<file path="src/rtl/vga_pkg.sv">
// rtl/vga_pkg.sv - shared VGA timing constants, colour type and ball axis step helper
package vga_pkg;

    localparam int unsigned H_VIS = 640;
    localparam int unsigned V_VIS = 480;

    typedef logic [11:0] rgb_t;

    localparam rgb_t BALL_RGB = 12'hF00;
    localparam rgb_t WALL_RGB = 12'h00F;
    localparam rgb_t BG_RGB   = 12'h000;

    // One axis worth of ball state; dir = 1 means moving towards larger coordinates.
    typedef struct packed {
        logic [9:0] pos;
        logic       dir;
    } axis_t;

    // Advance one axis by one frame, clamping onto the wall and flipping direction on contact.
    // All arithmetic is done in 11 bits so pos + size + speed cannot wrap.
    function automatic axis_t axis_step(
        input logic [9:0]  pos,
        input logic        dir,
        input int unsigned limit,
        input int unsigned size,
        input int unsigned speed,
        input int unsigned wall
    );
        axis_t      res;
        logic [10:0] p;
        p = {1'b0, pos};
        if (dir) begin
            if (p + 11'(size + speed) >= 11'(limit - wall)) begin
                res.pos = 10'(limit - wall - size);
                res.dir = 1'b0;
            end else begin
                res.pos = 10'(p + 11'(speed));
                res.dir = 1'b1;
            end
        end else begin
            if (p <= 11'(wall + speed)) begin
                res.pos = 10'(wall);
                res.dir = 1'b1;
            end else begin
                res.pos = 10'(p - 11'(speed));
                res.dir = 1'b0;
            end
        end
        return res;
    endfunction

endpackage

</file>
<file path="src/rtl/ball_motion.sv">
// rtl/ball_motion.sv - ball position/direction state, updated once per frame in vertical blank
module ball_motion #(
    parameter int unsigned H_VIS      = 640,
    parameter int unsigned V_VIS      = 480,
    parameter int unsigned BALL_SIZE  = 8,
    parameter int unsigned BALL_SPEED = 2,
    parameter int unsigned WALL_W     = 4
) (
    input  logic       clk,
    input  logic       reset,
    input  logic       frame_tick,
    input  logic       pause,
    output logic [9:0] ball_x,
    output logic [9:0] ball_y
);
    import vga_pkg::*;

    logic  dir_x;
    logic  dir_y;
    axis_t nx;
    axis_t ny;

    // Candidate next state for both axes; only committed on an unpaused frame tick.
    always_comb begin
        nx = axis_step(ball_x, dir_x, H_VIS, BALL_SIZE, BALL_SPEED, WALL_W);
        ny = axis_step(ball_y, dir_y, V_VIS, BALL_SIZE, BALL_SPEED, WALL_W);
    end

    // Ball state register: centred and heading down-right after reset.
    always_ff @(posedge clk or negedge reset) begin
        if (!reset) begin
            ball_x <= 10'((H_VIS - BALL_SIZE) / 2);
            ball_y <= 10'((V_VIS - BALL_SIZE) / 2);
            dir_x  <= 1'b1;
            dir_y  <= 1'b1;
        end else if (frame_tick && !pause) begin
            ball_x <= nx.pos;
            dir_x  <= nx.dir;
            ball_y <= ny.pos;
            dir_y  <= ny.dir;
        end
    end

endmodule

</file>
<file path="src/rtl/vga_ball_gen.sv">
// rtl/vga_ball_gen.sv - bordered playfield with bouncing ball, registered RGB and realigned sync
module vga_ball_gen #(
    parameter int unsigned   H_VIS      = vga_pkg::H_VIS,
    parameter int unsigned   V_VIS      = vga_pkg::V_VIS,
    parameter int unsigned   BALL_SIZE  = 8,
    parameter int unsigned   BALL_SPEED = 2,
    parameter int unsigned   WALL_W     = 4,
    parameter vga_pkg::rgb_t BALL_RGB   = vga_pkg::BALL_RGB,
    parameter vga_pkg::rgb_t WALL_RGB   = vga_pkg::WALL_RGB,
    parameter vga_pkg::rgb_t BG_RGB     = vga_pkg::BG_RGB
) (
    input  logic        clk,
    input  logic        reset,
    input  logic        hsync_in,
    input  logic        vsync_in,
    input  logic        video_on,
    input  logic [9:0]  pixel_x,
    input  logic [9:0]  pixel_y,
    input  logic        pause,
    output logic [11:0] rgb,
    output logic        hsync,
    output logic        vsync
);
    logic [9:0]  ball_x;
    logic [9:0]  ball_y;
    logic        frame_tick;
    logic        ball_on;
    logic        wall_on;
    logic [11:0] rgb_next;
    logic [10:0] px;
    logic [10:0] py;
    logic [10:0] bx;
    logic [10:0] by;

    // First pixel of the first blank line: exactly once per frame, never during visible video.
    assign frame_tick = (pixel_x == 10'd0) && (pixel_y == 10'(V_VIS));

    ball_motion #(
        .H_VIS      (H_VIS),
        .V_VIS      (V_VIS),
        .BALL_SIZE  (BALL_SIZE),
        .BALL_SPEED (BALL_SPEED),
        .WALL_W     (WALL_W)
    ) u_motion (
        .clk        (clk),
        .reset      (reset),
        .frame_tick (frame_tick),
        .pause      (pause),
        .ball_x     (ball_x),
        .ball_y     (ball_y)
    );

    // Classify the current pixel against the ball square and the border, then pick its colour.
    always_comb begin
        px = {1'b0, pixel_x};
        py = {1'b0, pixel_y};
        bx = {1'b0, ball_x};
        by = {1'b0, ball_y};
        ball_on = (px >= bx) && (px < bx + 11'(BALL_SIZE)) &&
                  (py >= by) && (py < by + 11'(BALL_SIZE));
        wall_on = (px < 11'(WALL_W)) || (px >= 11'(H_VIS - WALL_W)) ||
                  (py < 11'(WALL_W)) || (py >= 11'(V_VIS - WALL_W));
        rgb_next = BG_RGB;
        if (!video_on)
            rgb_next = 12'h000;
        else if (ball_on)
            rgb_next = BALL_RGB;
        else if (wall_on)
            rgb_next = WALL_RGB;
    end

    // Output stage: colour and sync share one register so they stay aligned at the DAC.
    always_ff @(posedge clk or negedge reset) begin
        if (!reset) begin
            rgb   <= 12'h000;
            hsync <= 1'b0;
            vsync <= 1'b0;
        end else begin
            rgb   <= rgb_next;
            hsync <= hsync_in;
            vsync <= vsync_in;
        end
    end

endmodule

</file>
<file path="config.mk">
export PLATFORM = sky130hd
export DESIGN_NAME = vga_ball_gen
export DESIGN_NICKNAME = d
export VERILOG_FILES = /design/src/rtl/vga_pkg.sv /design/src/rtl/ball_motion.sv /design/src/rtl/vga_ball_gen.sv
export SDC_FILE = /design/constraint.sdc
export NUM_CORES = 1
export LEC_CHECK = 0
export CORE_AREA = 3 3 92 67
export DETAILED_ROUTE_END_ITERATION = 8
export DIE_AREA = 0 0 95 70
export HOLD_SLACK_MARGIN = 0.06
export PLACE_DENSITY_LB_ADDON = 0.12
export SLEW_MARGIN = 30
export SYNTH_ARGS = -nofsm -noshare
export SYNTH_HDL_FRONTEND = slang
export SYNTH_SLANG_ARGS = --single-unit
</file>
<file path="constraint.sdc">
create_clock -name clk -period 7 [get_ports clk]
set_input_delay 1.4 -clock clk [delete_from_list [all_inputs] [get_ports clk]]
set_output_delay 1.4 -clock clk [all_outputs]
set_load 0.02 [all_outputs]
</file>
# Word level (Yosys, flattened, before mapping)
# Cells that the tools add are included.
# op_classes
eq_ne,1
order_cmp,12
addsub,8
muxes,9
n_reduce_logical,10
# ops
operator,n
$mux 11,6
$add 10x4->11 const B,4
$mux 12,2
$lt 10x11->1,2
$add 10x2->10 const B,2
$ge 10x10->1,2
$le 10x3->1 const B,2
$lt 10x3->1 const B,2
$sub 10x2->10 const B,2
$ge 11x10->1 const B,1
$ge 11x9->1 const B,1
$eq 10x9->1 const B,1
$ge 10x10->1 const B,1
$ge 10x9->1 const B,1
$logic_not 10->1,1
$logic_and 1x1->1,5
$mux 4,1
$logic_or 1x1->1,3
$logic_not 1->1,1
# word_totals
in_bits,26
word_cells,47
output_inout_bits,14
ff_bits,36

# Logic depth before layout (Yosys ltp)
# Gate-level depths: netlist of the first run.
# logic_depth
depth_word,7
ltp_mapped,11
ltp_nobuf,10

# Cells and area by module
# From an unflattened synthesis of the first run, not the netlist that was laid out.
# hier_totals
cells_unflattened,399
hier_area_um2,3211.8
# modules_own_cells
module,area_per_inst_um2,cells_each,instances,seq_area_each_um2
ball_motion,1901.8,237,1,515.5
vga_ball_gen,1310.0,162,1,100.1

# Least setup slack after synthesis of the first run
# OpenSTA, ideal clock, no wires.
# synth_path
kind,input-to-reg
start,in pixel_x[9]
end,reg u_motion.ball_x[6]
setup_time_ps,124
path_buffers,1
setup_slack_ps,4078
arrival_time_ps,2799
stages,7
required_ps,6876
path_cell_list,nor4_1 > nand2_1 > or3_1 > clkbuf_1 > or3_1 > a21oi_1 > a21oi_1
# synth_between
elab_chain_len,3
# synth_lines
item,line_no,source
from (decl),vga_ball_gen.sv:17,"input logic [9:0] pixel_x,"
$logic_not 10->1,vga_ball_gen.sv:36,assign frame_tick = (pixel_x == 10'd0) && (pixel_y == 10'(V_VIS));
$logic_and 1x1->1,vga_ball_gen.sv:36,
$logic_and 1x1->1,ball_motion.sv:36,end else if (frame_tick && !pause) begin
to (signal assigned),ball_motion.sv:32,ball_x <= 10'((H_VIS - BALL_SIZE) / 2);
to (signal assigned),ball_motion.sv:37,ball_x <= nx.pos;
to (decl),ball_motion.sv:13,"output logic [9:0] ball_x,"
# Every way passes these cells.
# A chain may end at the register's enable or synchronous reset.

# Final worst setup path of the first run
# layout_path
start,in pixel_x[4]
end,reg u_motion.ball_x[6]
# Same word-level chain as after synthesis.

==> impl_metrics.env, run 1 <==
export IMPL_result_of_the_run="finished, final reports clean"
export IMPL_design_final_nets=467
export IMPL_data_arrival_time_of_the_critical_path_ns=3.78
export IMPL_synth_most_common_cell="sky130_fd_sc_hd__ha_1"
export IMPL_yosysUniqueCellTypes=63
export IMPL_clockRootBuffer="sky130_fd_sc_hd__clkbuf_8"
export IMPL_groute_usage_overall=0.2374
export IMPL_die_width_um=95
export IMPL_die_area_mm2=0.006650
export IMPL_endpoint_kind="flip-flop"
export IMPL_insertedDiodeCount=0
export IMPL_report_final_setup_viol=0
export IMPL_core_region_area_mm2=0.005313
export IMPL_vias_per_cell=6.252
export IMPL_finalPower_mw=0.3209
export IMPL_synthFlopType="sky130_fd_sc_hd__dfstp_2"
export IMPL_cp_required_ns=7.16
export IMPL_final_setup_tns_ns=0
export IMPL_main_combinational_cell_family_by_area_after_synthesis="compound AO/OA/AOI/OAI gates"
export IMPL_leakage_power_figure_nw=1.312
export IMPL_syn_mean_instance_area_um2=7.965
export IMPL_h_tree_depth=1
export IMPL_finalHoldViolations=0
export IMPL_compound_gate_portion_of_the_synthesized_area=0.2704
export IMPL_grt_setup_unrepaired="false"
export IMPL_cts_clk_slew_worst_paths_ns=0.08
export IMPL_post_synth_xor_area_fraction=0.05788
export IMPL_synth_yosys_warnings=0
export IMPL_finalMaxSlewViolations=0
export IMPL_clock_skew_ns=0.008890
export IMPL_tritoncts_num_buffers=3
export IMPL_power_density_mw_per_mm2=94.01
export IMPL_cap_viol_max_count=0
export IMPL_final_layout_size_suffix_gt1_frac=0.07053
export IMPL_dr_first_iter_drc_count=459
export IMPL_worstPathMaxFanout=25
export IMPL_hold_path_class="flip-flop to flip-flop"
export IMPL_num_vias=2932
export IMPL_detail_route_drc_violations=0
export IMPL_worstMarginPinSlew_ns=0.7968
export IMPL_switch_share=0.2346
export IMPL_fillCellCount=474
export IMPL_clock_tree_from_tritoncts="yes"
export IMPL_postCtsResizedCells=0
export IMPL_synth_edf_count=0
export IMPL_net_switching_power_figure_mw=0.07527
export IMPL_power_frac_comb=0.172
export IMPL_slew_headroom=0.4688
export IMPL_area_growth_pct=12.77
export IMPL_io_buffer_count=35
export IMPL_synth_commonest_cells="43 x sky130_fd_sc_hd__ha_1, 34 x sky130_fd_sc_hd__o21ai_0, 30 x sky130_fd_sc_hd__a21oi_1"
export IMPL_grt_start_max_net_pins=26
export IMPL_dp_hpwl_um=6119
export IMPL_synth_adder_area_share=0.1778
export IMPL_grt_first_pass_wirelength_um=12710
export IMPL_core_rowCount=22
export IMPL_yosysSeqAreaShare=0.2034
export IMPL_simple_gate_area_share_of_the_yosys_netlist=0.2009
export IMPL_clock_power_share=0.389
export IMPL_first_global_vias=2496
export IMPL_ys_async_sr_fraction=1.000
export IMPL_overflow=0
export IMPL_post_synth_mux_area_share=0.003721
export IMPL_pre_antenna_drt_iters=5
export IMPL_tritoncts_num_sinks=24
export IMPL_worst_setup_sp_type="primary input"
export IMPL_synthDominantAreaCellType="sky130_fd_sc_hd__ha_1"
export IMPL_grt_antenna_before_repair=0
export IMPL_finalCriticalPeriod_ns=3.626
export IMPL_clock_latency_ns=0.28
export IMPL_drt_total_wl_um=7960
export IMPL_post_cts_buffers=0
export IMPL_cellInternalPower_mw=0.2456
export IMPL_post_synth_main_area_contributors="sky130_fd_sc_hd__ha_1 18%, sky130_fd_sc_hd__dfstp_2 10%, sky130_fd_sc_hd__dfrtp_1 9.9%"
export IMPL_place_congestion=0.9883
export IMPL_fin_crit_sh=0.5180
export IMPL_top_level_ports=40
export IMPL_f_max_mhz=275.8
export IMPL_die_h_um=70
export IMPL_r2r_setup_slack_ns=4.14
export IMPL_synthesis_area_mm2=0.003027
export IMPL_synth_top_cell_area_share=0.1778
export IMPL_flop_pwr_share=0.439
export IMPL_worstSetupPathType="primary input to flip-flop"
export IMPL_yosys_register_bits=24
export IMPL_cts_path_max_buffers=2
export IMPL_initial_utilization=0.5697
export IMPL_irDropWorstVdd_v=0.00008058
export IMPL_antenna_left=0
export IMPL_post_synth_inst_count=380
export IMPL_detail_route_wl_per_cell_um=16.97
export IMPL_hold_buffer_count_at_cts=0
[layout by cell type (no fill, tap or decap), drive strengths merged, types with 3 or more instances in the layout]
cell type and count:
a211oi 5, a21o 9, a21oi 31, a31oi 5
and2 3, buf 3, clkbuf 3, clkdlybuf4s50 35
clkinv 3, conb 4, dfrtp 12, dfstp 12
ha 43, inv 23, nand2 26, nand2b 3
nand3 12, nand4 7, nor2 21, nor3 13
nor4 9, o211ai 7, o21a 3, o21ai 34
o22a 6, or3 4, xnor2 20
[state kept, by name (all words and copies together), names as in the netlist]
register	cells
u_motion.ball_y	9
vsync	1
u_motion.dir_y	1
u_motion.ball_x	9
u_motion.dir_x	1
hsync	1
rgb	2
[area by class of cell]
class                      instances  area, µm²  area share
tap                               72      90.09     0.02639
multi-input combinational        305       2166      0.6345
clock buffer                       3      41.29     0.01210
timing repair buffer              38      372.9      0.1092
sequential                        24      615.6      0.1804
clock inverter                     1      30.03    0.008798
inverter                          26      97.59     0.02859
[cells by family after synthesis]
family                     count (synthesis)
buffers and inverters                     54
AOI/OAI and AO/OA                        124
other                                      1
adders and majority gates                 43
muxes                                      1
DFF                                       24
xor gates and xnor gates                  20
and+or+nand+nor                          113
[power groups by stage]
stage / Clock, mW / Combinational [mW] / Sequential [mW]
6_report: 0.125 / 0.0552 / 0.141
5_1_grt: 0.133 / 0.0615 / 0.141
4_1_cts: 0.128 / 0.0557 / 0.141
3_5_place_dp: 0 / 0.0553 / 0.143
3_3_place_gp: 0 / 0.0546 / 0.143
2_1_floorplan: 0 / 0.0261 / 0.145
[path summary, 6_finish.rpt]
path | depth (start not counted) | end | from
min in group asynchronous | 2 | u_motion.ball_x[9] | reset
min reg2reg | 2 | u_motion.ball_y[2] | u_motion.ball_y[2]
max in group asynchronous | 2 | u_motion.dir_y | reset
min | 2 | u_motion.ball_y[2] | u_motion.ball_y[2]
max | 7 | u_motion.ball_x[6] | pixel_x[4]
max reg2reg | 10 | u_motion.ball_y[4] | u_motion.ball_y[3]
[stage by stage]
stage,worst slack (ns),std cells,utilization,cell area (µm²),hold WS [ns]
final,3.374,469,0.6425,3413,0.5470
after global routing,3.223,469,0.6425,3413,0.5753
after CTS,3.388,469,0.6425,3413,0.5463
after detailed placement,3.091,465,0.6291,3342,0.5320
after global placement,3.145,465,0.6291,3342,0.5232
after floorplan,4.078,383,-,3038,0.5002
[critical path, stage by stage]
cell	delay [ns]
sky130_fd_sc_hd__clkdlybuf4s50_1	0.47
sky130_fd_sc_hd__nor4_1	0.33
sky130_fd_sc_hd__nand2_1	0.17
sky130_fd_sc_hd__or3_1	0.74
sky130_fd_sc_hd__or3_1	0.47
sky130_fd_sc_hd__a21oi_1	0.15
sky130_fd_sc_hd__a21oi_1	0.05
[routing by layer]
| layer | global-route usage | wire [µm] | up-vias | share of wire |
|---|---|---|---|---|
| met5 | 0 | 0 | - | 0 |
| met4 | 0.02400 | 70 | 0 | 0.0088 |
| met3 | 0.04521 | 991 | 13 | 0.12 |
| met2 | 0.3094 | 2992 | 185 | 0.38 |
| met1 | 0.4017 | 3906 | 1306 | 0.49 |
| li1 | - | - | 1428 | - |
(Power assumes the default switching activity.)
==> run 2: changes to the inputs <==
--- a/config.mk
+++ b/config.mk
@@ -5,9 +5,9 @@
 export SDC_FILE = /design/constraint.sdc
 export NUM_CORES = 1
 export LEC_CHECK = 0
-export CORE_AREA = 3 3 92 67
+export CORE_AREA = 3 3 97 71
 export DETAILED_ROUTE_END_ITERATION = 8
-export DIE_AREA = 0 0 95 70
+export DIE_AREA = 0 0 100 74
 export HOLD_SLACK_MARGIN = 0.06
 export PLACE_DENSITY_LB_ADDON = 0.12
 export SLEW_MARGIN = 30
==> constraint.sdc (replaced) <==
create_clock -name clk -period 2.96 [get_ports clk]
set_input_delay 0.592 -clock clk [delete_from_list [all_inputs] [get_ports clk]]
set_output_delay 0.592 -clock clk [all_outputs]
set_load 0.02 [all_outputs]
==> run 2 against run 1 <==
Cell area up 1.3%. Sequential share of layout area down 0.23 points. Worst hold slack better by 0.0064 ns. Clock-buffer cell count unchanged. Combinational power up 140%. Critical endpoint is now u_motion.ball_x[7].
==> impl_metrics.env, run 2 (same netlist as run 1, synthesis figures left out) <==
export IMPL_result_of_the_run="finished, final reports clean"
export IMPL_cp_required_ns=3.12
export IMPL_grt_start_max_net_pins=25
export IMPL_tritoncts_num_sinks=24
export IMPL_crit_path_frequent_cell="sky130_fd_sc_hd__nor2_1"
export IMPL_clock_skew_ns=0.002740
export IMPL_clock_tree_from_tritoncts="yes"
export IMPL_critPathTopFamily="simple AND/OR/NAND/NOR gates"
export IMPL_die_width_um=100
export IMPL_overflow=0
export IMPL_postCtsResizedCells=0
export IMPL_cap_viol_max_count=0
export IMPL_leakage_power_figure_nw=1.338
export IMPL_top_level_ports=40
export IMPL_final_cell_mix="43 x sky130_fd_sc_hd__ha_1, 35 x sky130_fd_sc_hd__clkdlybuf4s50_1, 34 x sky130_fd_sc_hd__o21ai_0"
export IMPL_worst_setup_sp_type="flip-flop"
export IMPL_cts_clk_slew_worst_paths_ns=0.09
export IMPL_biggestRegsByFlops="u_motion.ball_x (9), u_motion.ball_y (9), rgb (2)"
export IMPL_critPathBufInv=0
export IMPL_finalPower_mw=0.7578
export IMPL_grt_first_pass_wirelength_um=13710
export IMPL_report_final_setup_viol=0
export IMPL_num_vias=3014
export IMPL_cts_path_max_buffers=2
export IMPL_crit_slowest_cell="sky130_fd_sc_hd__dfstp_2"
export IMPL_finalCriticalPeriod_ns=2.659
export IMPL_data_arrival_time_of_the_critical_path_ns=2.82
export IMPL_commonest_non_fill_non_tap_cell_in_the_layout="sky130_fd_sc_hd__ha_1"
export IMPL_area_growth_pct=14.26
export IMPL_slew_headroom=0.6560
export IMPL_design_final_nets=472
export IMPL_first_global_vias=2698
export IMPL_initial_utilization=0.4965
export IMPL_antenna_left=0
export IMPL_place_congestion=1.012
export IMPL_endpoint_kind="flip-flop"
export IMPL_grt_antenna_before_repair=0
export IMPL_insertedDiodeCount=0
export IMPL_final_setup_tns_ns=0
export IMPL_worstSetupPathType="flip-flop to flip-flop"
export IMPL_detail_route_drc_violations=0
export IMPL_dr_first_iter_drc_count=332
export IMPL_drt_total_wl_um=8415
export IMPL_critical_path_max_stage_delay_ns=0.57
export IMPL_groute_usage_overall=0.2282
export IMPL_vias_per_cell=6.279
export IMPL_core_region_area_mm2=0.006096
export IMPL_crit_path_cells="ha_1, a21o_1, nor2_1, or4b_1, o2bb2ai_1, nand2_1, a311oi_1, nor2_1"
export IMPL_h_tree_depth=1
export IMPL_dp_hpwl_um=6602
export IMPL_irDropWorstVdd_v=0.0001962
export IMPL_hold_path_class="flip-flop to flip-flop"
export IMPL_finalHoldViolations=0
export IMPL_tritoncts_num_buffers=3
export IMPL_non_filler_cells_final=480
export IMPL_clock_latency_ns=0.27
export IMPL_worstPathMaxFanout=7
export IMPL_f_max_mhz=376.1
export IMPL_post_cts_buffers=0
export IMPL_clockRootBuffer="sky130_fd_sc_hd__clkbuf_8"
export IMPL_detail_route_wl_per_cell_um=17.53
export IMPL_hold_buffer_count_at_cts=0
export IMPL_power_density_mw_per_mm2=219.1
export IMPL_die_h_um=74
export IMPL_final_design_area_no_fill_mm2=0.003458
export IMPL_numPlacedInstances=476
export IMPL_finalMaxSlewViolations=0
export IMPL_placed_area_mm2=0.003387
export IMPL_fin_crit_sh=0.8982
export IMPL_worstMarginPinSlew_ns=0.5120
export IMPL_grt_setup_unrepaired="false"
export IMPL_core_rowCount=24
export IMPL_final_layout_size_suffix_gt1_frac=0.08209
export IMPL_pre_antenna_drt_iters=5
export IMPL_die_area_mm2=0.007400
export IMPL_io_buffer_count=35
-- run 2: cell count changes in the layout (fill, tap and decap cells not counted), sizes merged --
| cell | delta |
|---|---|
| buf | +5 |
-- run 2: area by class of cell --
cell class / count / area [µm²]
fillers: 580 / 2638
flip-flops and latches: 24 / 615.6
inverters: 26 / 97.59
well taps: 78 / 97.59
multi-input cells: 305 / 2166
repair buffers: 43 / 410.4
clock inverters: 1 / 30.03
clock buffers: 3 / 41.29
-- run 2: metal layers --
metal	routed length, µm	track usage	vias to the layer above	share of wire
met5	0	0	-	0
met3	839	0.04780	2	0.10
met1	4342	0.3688	1424	0.52
met2	3230	0.3171	150	0.38
li1	-	-	1438	-
met4	2	0.02242	0	0.00024
-- run 2: stage by stage --
stage	hold WS (ns)	util	setup WS, ns
final	0.5534	0.5673	0.3013
after CTS	0.5481	0.5673	0.3620
after global placement	0.5259	0.5556	0.2827
after detailed placement	0.5345	0.5556	0.2555
after floorplan	0.2964	-	0.4805
after global routing	0.5778	0.5673	0.1200
-- run 2: tightest hold or removal path: cells and delay by family, from the launching register on --
kind / cells / cell delay [ns]
AOI/OAI and AO/OA: 2 / 0.15
DFF: 1 / 0.40
-- run 2: worst paths after layout --
kind | start | slack (ns) | cells after the start | to
worst max-delay path | u_motion.ball_x[2] | 0.30 | 8 | u_motion.ball_x[7]
worst min-delay path | u_motion.ball_x[3] | 0.55 | 2 | u_motion.ball_x[3]
worst max register to register | u_motion.ball_x[2] | 0.30 | 8 | u_motion.ball_x[7]
worst min register to register | u_motion.ball_x[3] | 0.55 | 2 | u_motion.ball_x[3]
max in group asynchronous | reset | 1.98 | 2 | u_motion.ball_y[3]
min in group asynchronous | reset | 0.68 | 2 | u_motion.ball_y[9]
-- run 2: where the power goes --
| group | internal (mW) | leakage (nW) | total [mW] | switching (mW) |
|---|---|---|---|---|
| combinational | 0.0684 | 1.03 | 0.132 | 0.0637 |
| clock | 0.181 | 0.0357 | 0.292 | 0.111 |
| sequential | 0.331 | 0.270 | 0.333 | 0.00201 |
| total | 0.581 | 1.34 | 0.758 | 0.177 |
==> run 3: changes to the inputs <==
--- a/config.mk
+++ b/config.mk
@@ -5,9 +5,10 @@
 export SDC_FILE = /design/constraint.sdc
 export NUM_CORES = 1
 export LEC_CHECK = 0
-export CORE_AREA = 3 3 97 71
+export CORE_AREA = 3 3 108 79
+export CTS_BUF_LIST = sky130_fd_sc_hd__clkbuf_8
 export DETAILED_ROUTE_END_ITERATION = 8
-export DIE_AREA = 0 0 100 74
+export DIE_AREA = 0 0 111 82
 export HOLD_SLACK_MARGIN = 0.06
 export PLACE_DENSITY_LB_ADDON = 0.12
 export SLEW_MARGIN = 30
==> run 3 against run 2 <==
Cell count increased by 5.2%. Fmax grew 0.41%. Non-clock buffer count grew 2. Largest power group unchanged. Clock skew is 0.0038 ns higher. Combinational power hardly changed. Critical path type unchanged. Highest routed layer unchanged. Total power grew 1.5%. Die area increased by 23%. Worst setup slack improved by 0.011 ns. Sequential share of layout area decreased by 0.22 points.
==> impl_metrics.env, run 3 (same netlist as run 1, synthesis figures left out) <==
export IMPL_initial_utilization=0.3947
export IMPL_cts_clk_slew_worst_paths_ns=0.10
export IMPL_result_of_the_run="finished, final reports clean"
export IMPL_postCtsResizedCells=0
export IMPL_clock_latency_ns=0.28
export IMPL_die_width_um=111
export IMPL_crit_slowest_cell="sky130_fd_sc_hd__dfstp_2"
export IMPL_grt_setup_unrepaired="false"
export IMPL_critPathTopFamily="compound AO/OA/AOI/OAI gates"
export IMPL_h_tree_depth=1
export IMPL_timing_reg2reg_worst_path_depth=8
export IMPL_placed_area_mm2=0.003431
export IMPL_worst_setup_sp_type="flip-flop"
export IMPL_clock_tree_from_tritoncts="yes"
export IMPL_dr_first_iter_drc_count=241
export IMPL_cell_depth_of_the_worst_min_delay_path=2
export IMPL_data_arrival_time_of_the_critical_path_ns=2.88
export IMPL_drt_total_wl_um=8600
export IMPL_route_met3_wl_um=688
export IMPL_report_final_setup_viol=0
export IMPL_finalMaxSlewViolations=0
export IMPL_highest_layer="met4"
export IMPL_crit_start="u_motion.ball_x[2]"
export IMPL_slew_headroom=0.5809
export IMPL_overflow=0
export IMPL_finalHoldWorstSlack_ns=0.5451
export IMPL_io_buffer_count=35
export IMPL_first_global_vias=2617
export IMPL_worstPathMaxFanout=7
export IMPL_critical_path_max_stage_delay_ns=0.58
export IMPL_detail_route_drc_violations=0
export IMPL_tritoncts_num_sinks=24
export IMPL_final_setup_tns_ns=0
export IMPL_grt_start_max_net_pins=25
export IMPL_hold_path_class="flip-flop to flip-flop"
export IMPL_design_final_nets=474
export IMPL_post_cts_buffers=0
export IMPL_num_vias=2964
export IMPL_grt_first_pass_wirelength_um=14160
export IMPL_cp_required_ns=3.19
export IMPL_dr_wl_met2_um=3113
export IMPL_finalHoldViolations=0
export IMPL_tritoncts_num_buffers=3
export IMPL_groute_usage_overall=0.1919
export IMPL_dp_hpwl_um=6768
export IMPL_endpoint_kind="flip-flop"
export IMPL_r2r_start="u_motion.ball_x[2]"
export IMPL_routedLengthMet1_um=4753
export IMPL_hold_path_startpoint="u_motion.dir_x"
export IMPL_final_layout_size_suffix_gt1_frac=0.08663
export IMPL_power_density_mw_per_mm2=219.6
export IMPL_worstMarginPinSlew_ns=0.6238
export IMPL_leakage_power_figure_nw=1.349
export IMPL_worstSetupPathType="flip-flop to flip-flop"
export IMPL_finalCriticalPeriod_ns=2.648
export IMPL_pre_antenna_drt_iters=5
export IMPL_commonest_non_fill_non_tap_cell_in_the_layout="sky130_fd_sc_hd__ha_1"
export IMPL_fillCellCount=755
export IMPL_f_max_mhz=377.7
export IMPL_die_h_um=82
export IMPL_detail_route_wl_per_cell_um=17.03
export IMPL_irDropWorstVdd_v=0.0001487
export IMPL_fin_crit_sh=0.8945
export IMPL_r2r_setup_slack_ns=0.31
export IMPL_antenna_left=0
export IMPL_crit_path_cells="ha_1, a21o_1, nor2_1, or4b_1, o2bb2ai_1, nand2_1, a31oi_1, o22a_1"
export IMPL_clock_skew_ns=0.006573
export IMPL_core_rowCount=27
export IMPL_biggestRegsByFlops="u_motion.ball_x (9), u_motion.ball_y (9), rgb (2)"
export IMPL_final_design_area_no_fill_mm2=0.003502
export IMPL_top_level_ports=40
export IMPL_cap_viol_max_count=0
export IMPL_die_area_mm2=0.009102
export IMPL_insertedDiodeCount=0
export IMPL_vias_per_cell=5.869
export IMPL_area_growth_pct=15.71
export IMPL_core_region_area_mm2=0.007669
export IMPL_hold_buffer_count_at_cts=0
export IMPL_clockRootBuffer="sky130_fd_sc_hd__clkbuf_8"
export IMPL_grt_antenna_before_repair=0
export IMPL_cts_path_max_buffers=2
export IMPL_critPathBufInv=0
export IMPL_place_congestion=0.9353
export IMPL_final_cell_mix="43 x sky130_fd_sc_hd__ha_1, 35 x sky130_fd_sc_hd__clkdlybuf4s50_1, 34 x sky130_fd_sc_hd__o21ai_0"
export IMPL_crit_cells=8
## run 3: cell types whose count changed in the layout (fill, tap and decap cells not counted), sizes merged
| cell | previous run | this run |
|---|---|---|
| buf | 8 | 10 |
## run 3: metal layers
layer	vias up	track usage
met5	-	0
met4	0	0.02214
met3	6	0.04492
met2	124	0.2615
met1	1387	0.3054
li1	1447	-
## run 3: layout make-up
cell class              instances  area, µm²  area share
multi-input cells             305       2166      0.6184
flip-flops and latches         24      615.6      0.1758
repair buffers                 45      425.4      0.1215
well taps                     101      126.4     0.03608
inverters                      26      97.59     0.02787
clock buffers                   3      41.29     0.01179
clock inverters                 1      30.03    0.008574
## run 3: final timing paths
check	endpoint
worst max-delay path	u_motion.ball_x[4]
worst min-delay path	u_motion.dir_x
worst max register to register	u_motion.ball_x[4]
worst min register to register	u_motion.dir_x
max in group asynchronous	u_motion.ball_x[2]
min in group asynchronous	u_motion.ball_y[9]
## run 3: where the power goes
group / switching, mW / total, mW / internal, mW / leakage (nW)
Clock: 0.122 / 0.303 / 0.181 / 0.0357
Sequential: 0.00155 / 0.333 / 0.331 / 0.270
Combinational: 0.0646 / 0.133 / 0.0684 / 1.04
## run 3: through the flow
| stage | setup slack (ns) | utilization | cells | total power, mW |
|---|---|---|---|---|
| 2_1_floorplan | 0.4805 | - | 383 | 0.4039 |
| 4_1_cts | 0.3585 | 0.4567 | 505 | 0.7813 |
| 6_report | 0.3122 | 0.4567 | 505 | 0.7691 |
| 5_1_grt | 0.07235 | 0.4567 | 505 | 0.8079 |
| 3_5_place_dp | 0.2175 | 0.4474 | 501 | 0.4722 |
| 3_3_place_gp | 0.2577 | 0.4474 | 501 | 0.4699 |
## run 3: worst min-delay path, delay by kind of cell, from the launching register on
| kind | cells | cell delay [ns] |
|---|---|---|
| and+or+nand+nor | 1 | 0.05 |
| DFF | 1 | 0.42 |
| AOI/OAI and AO/OA | 1 | 0.08 |
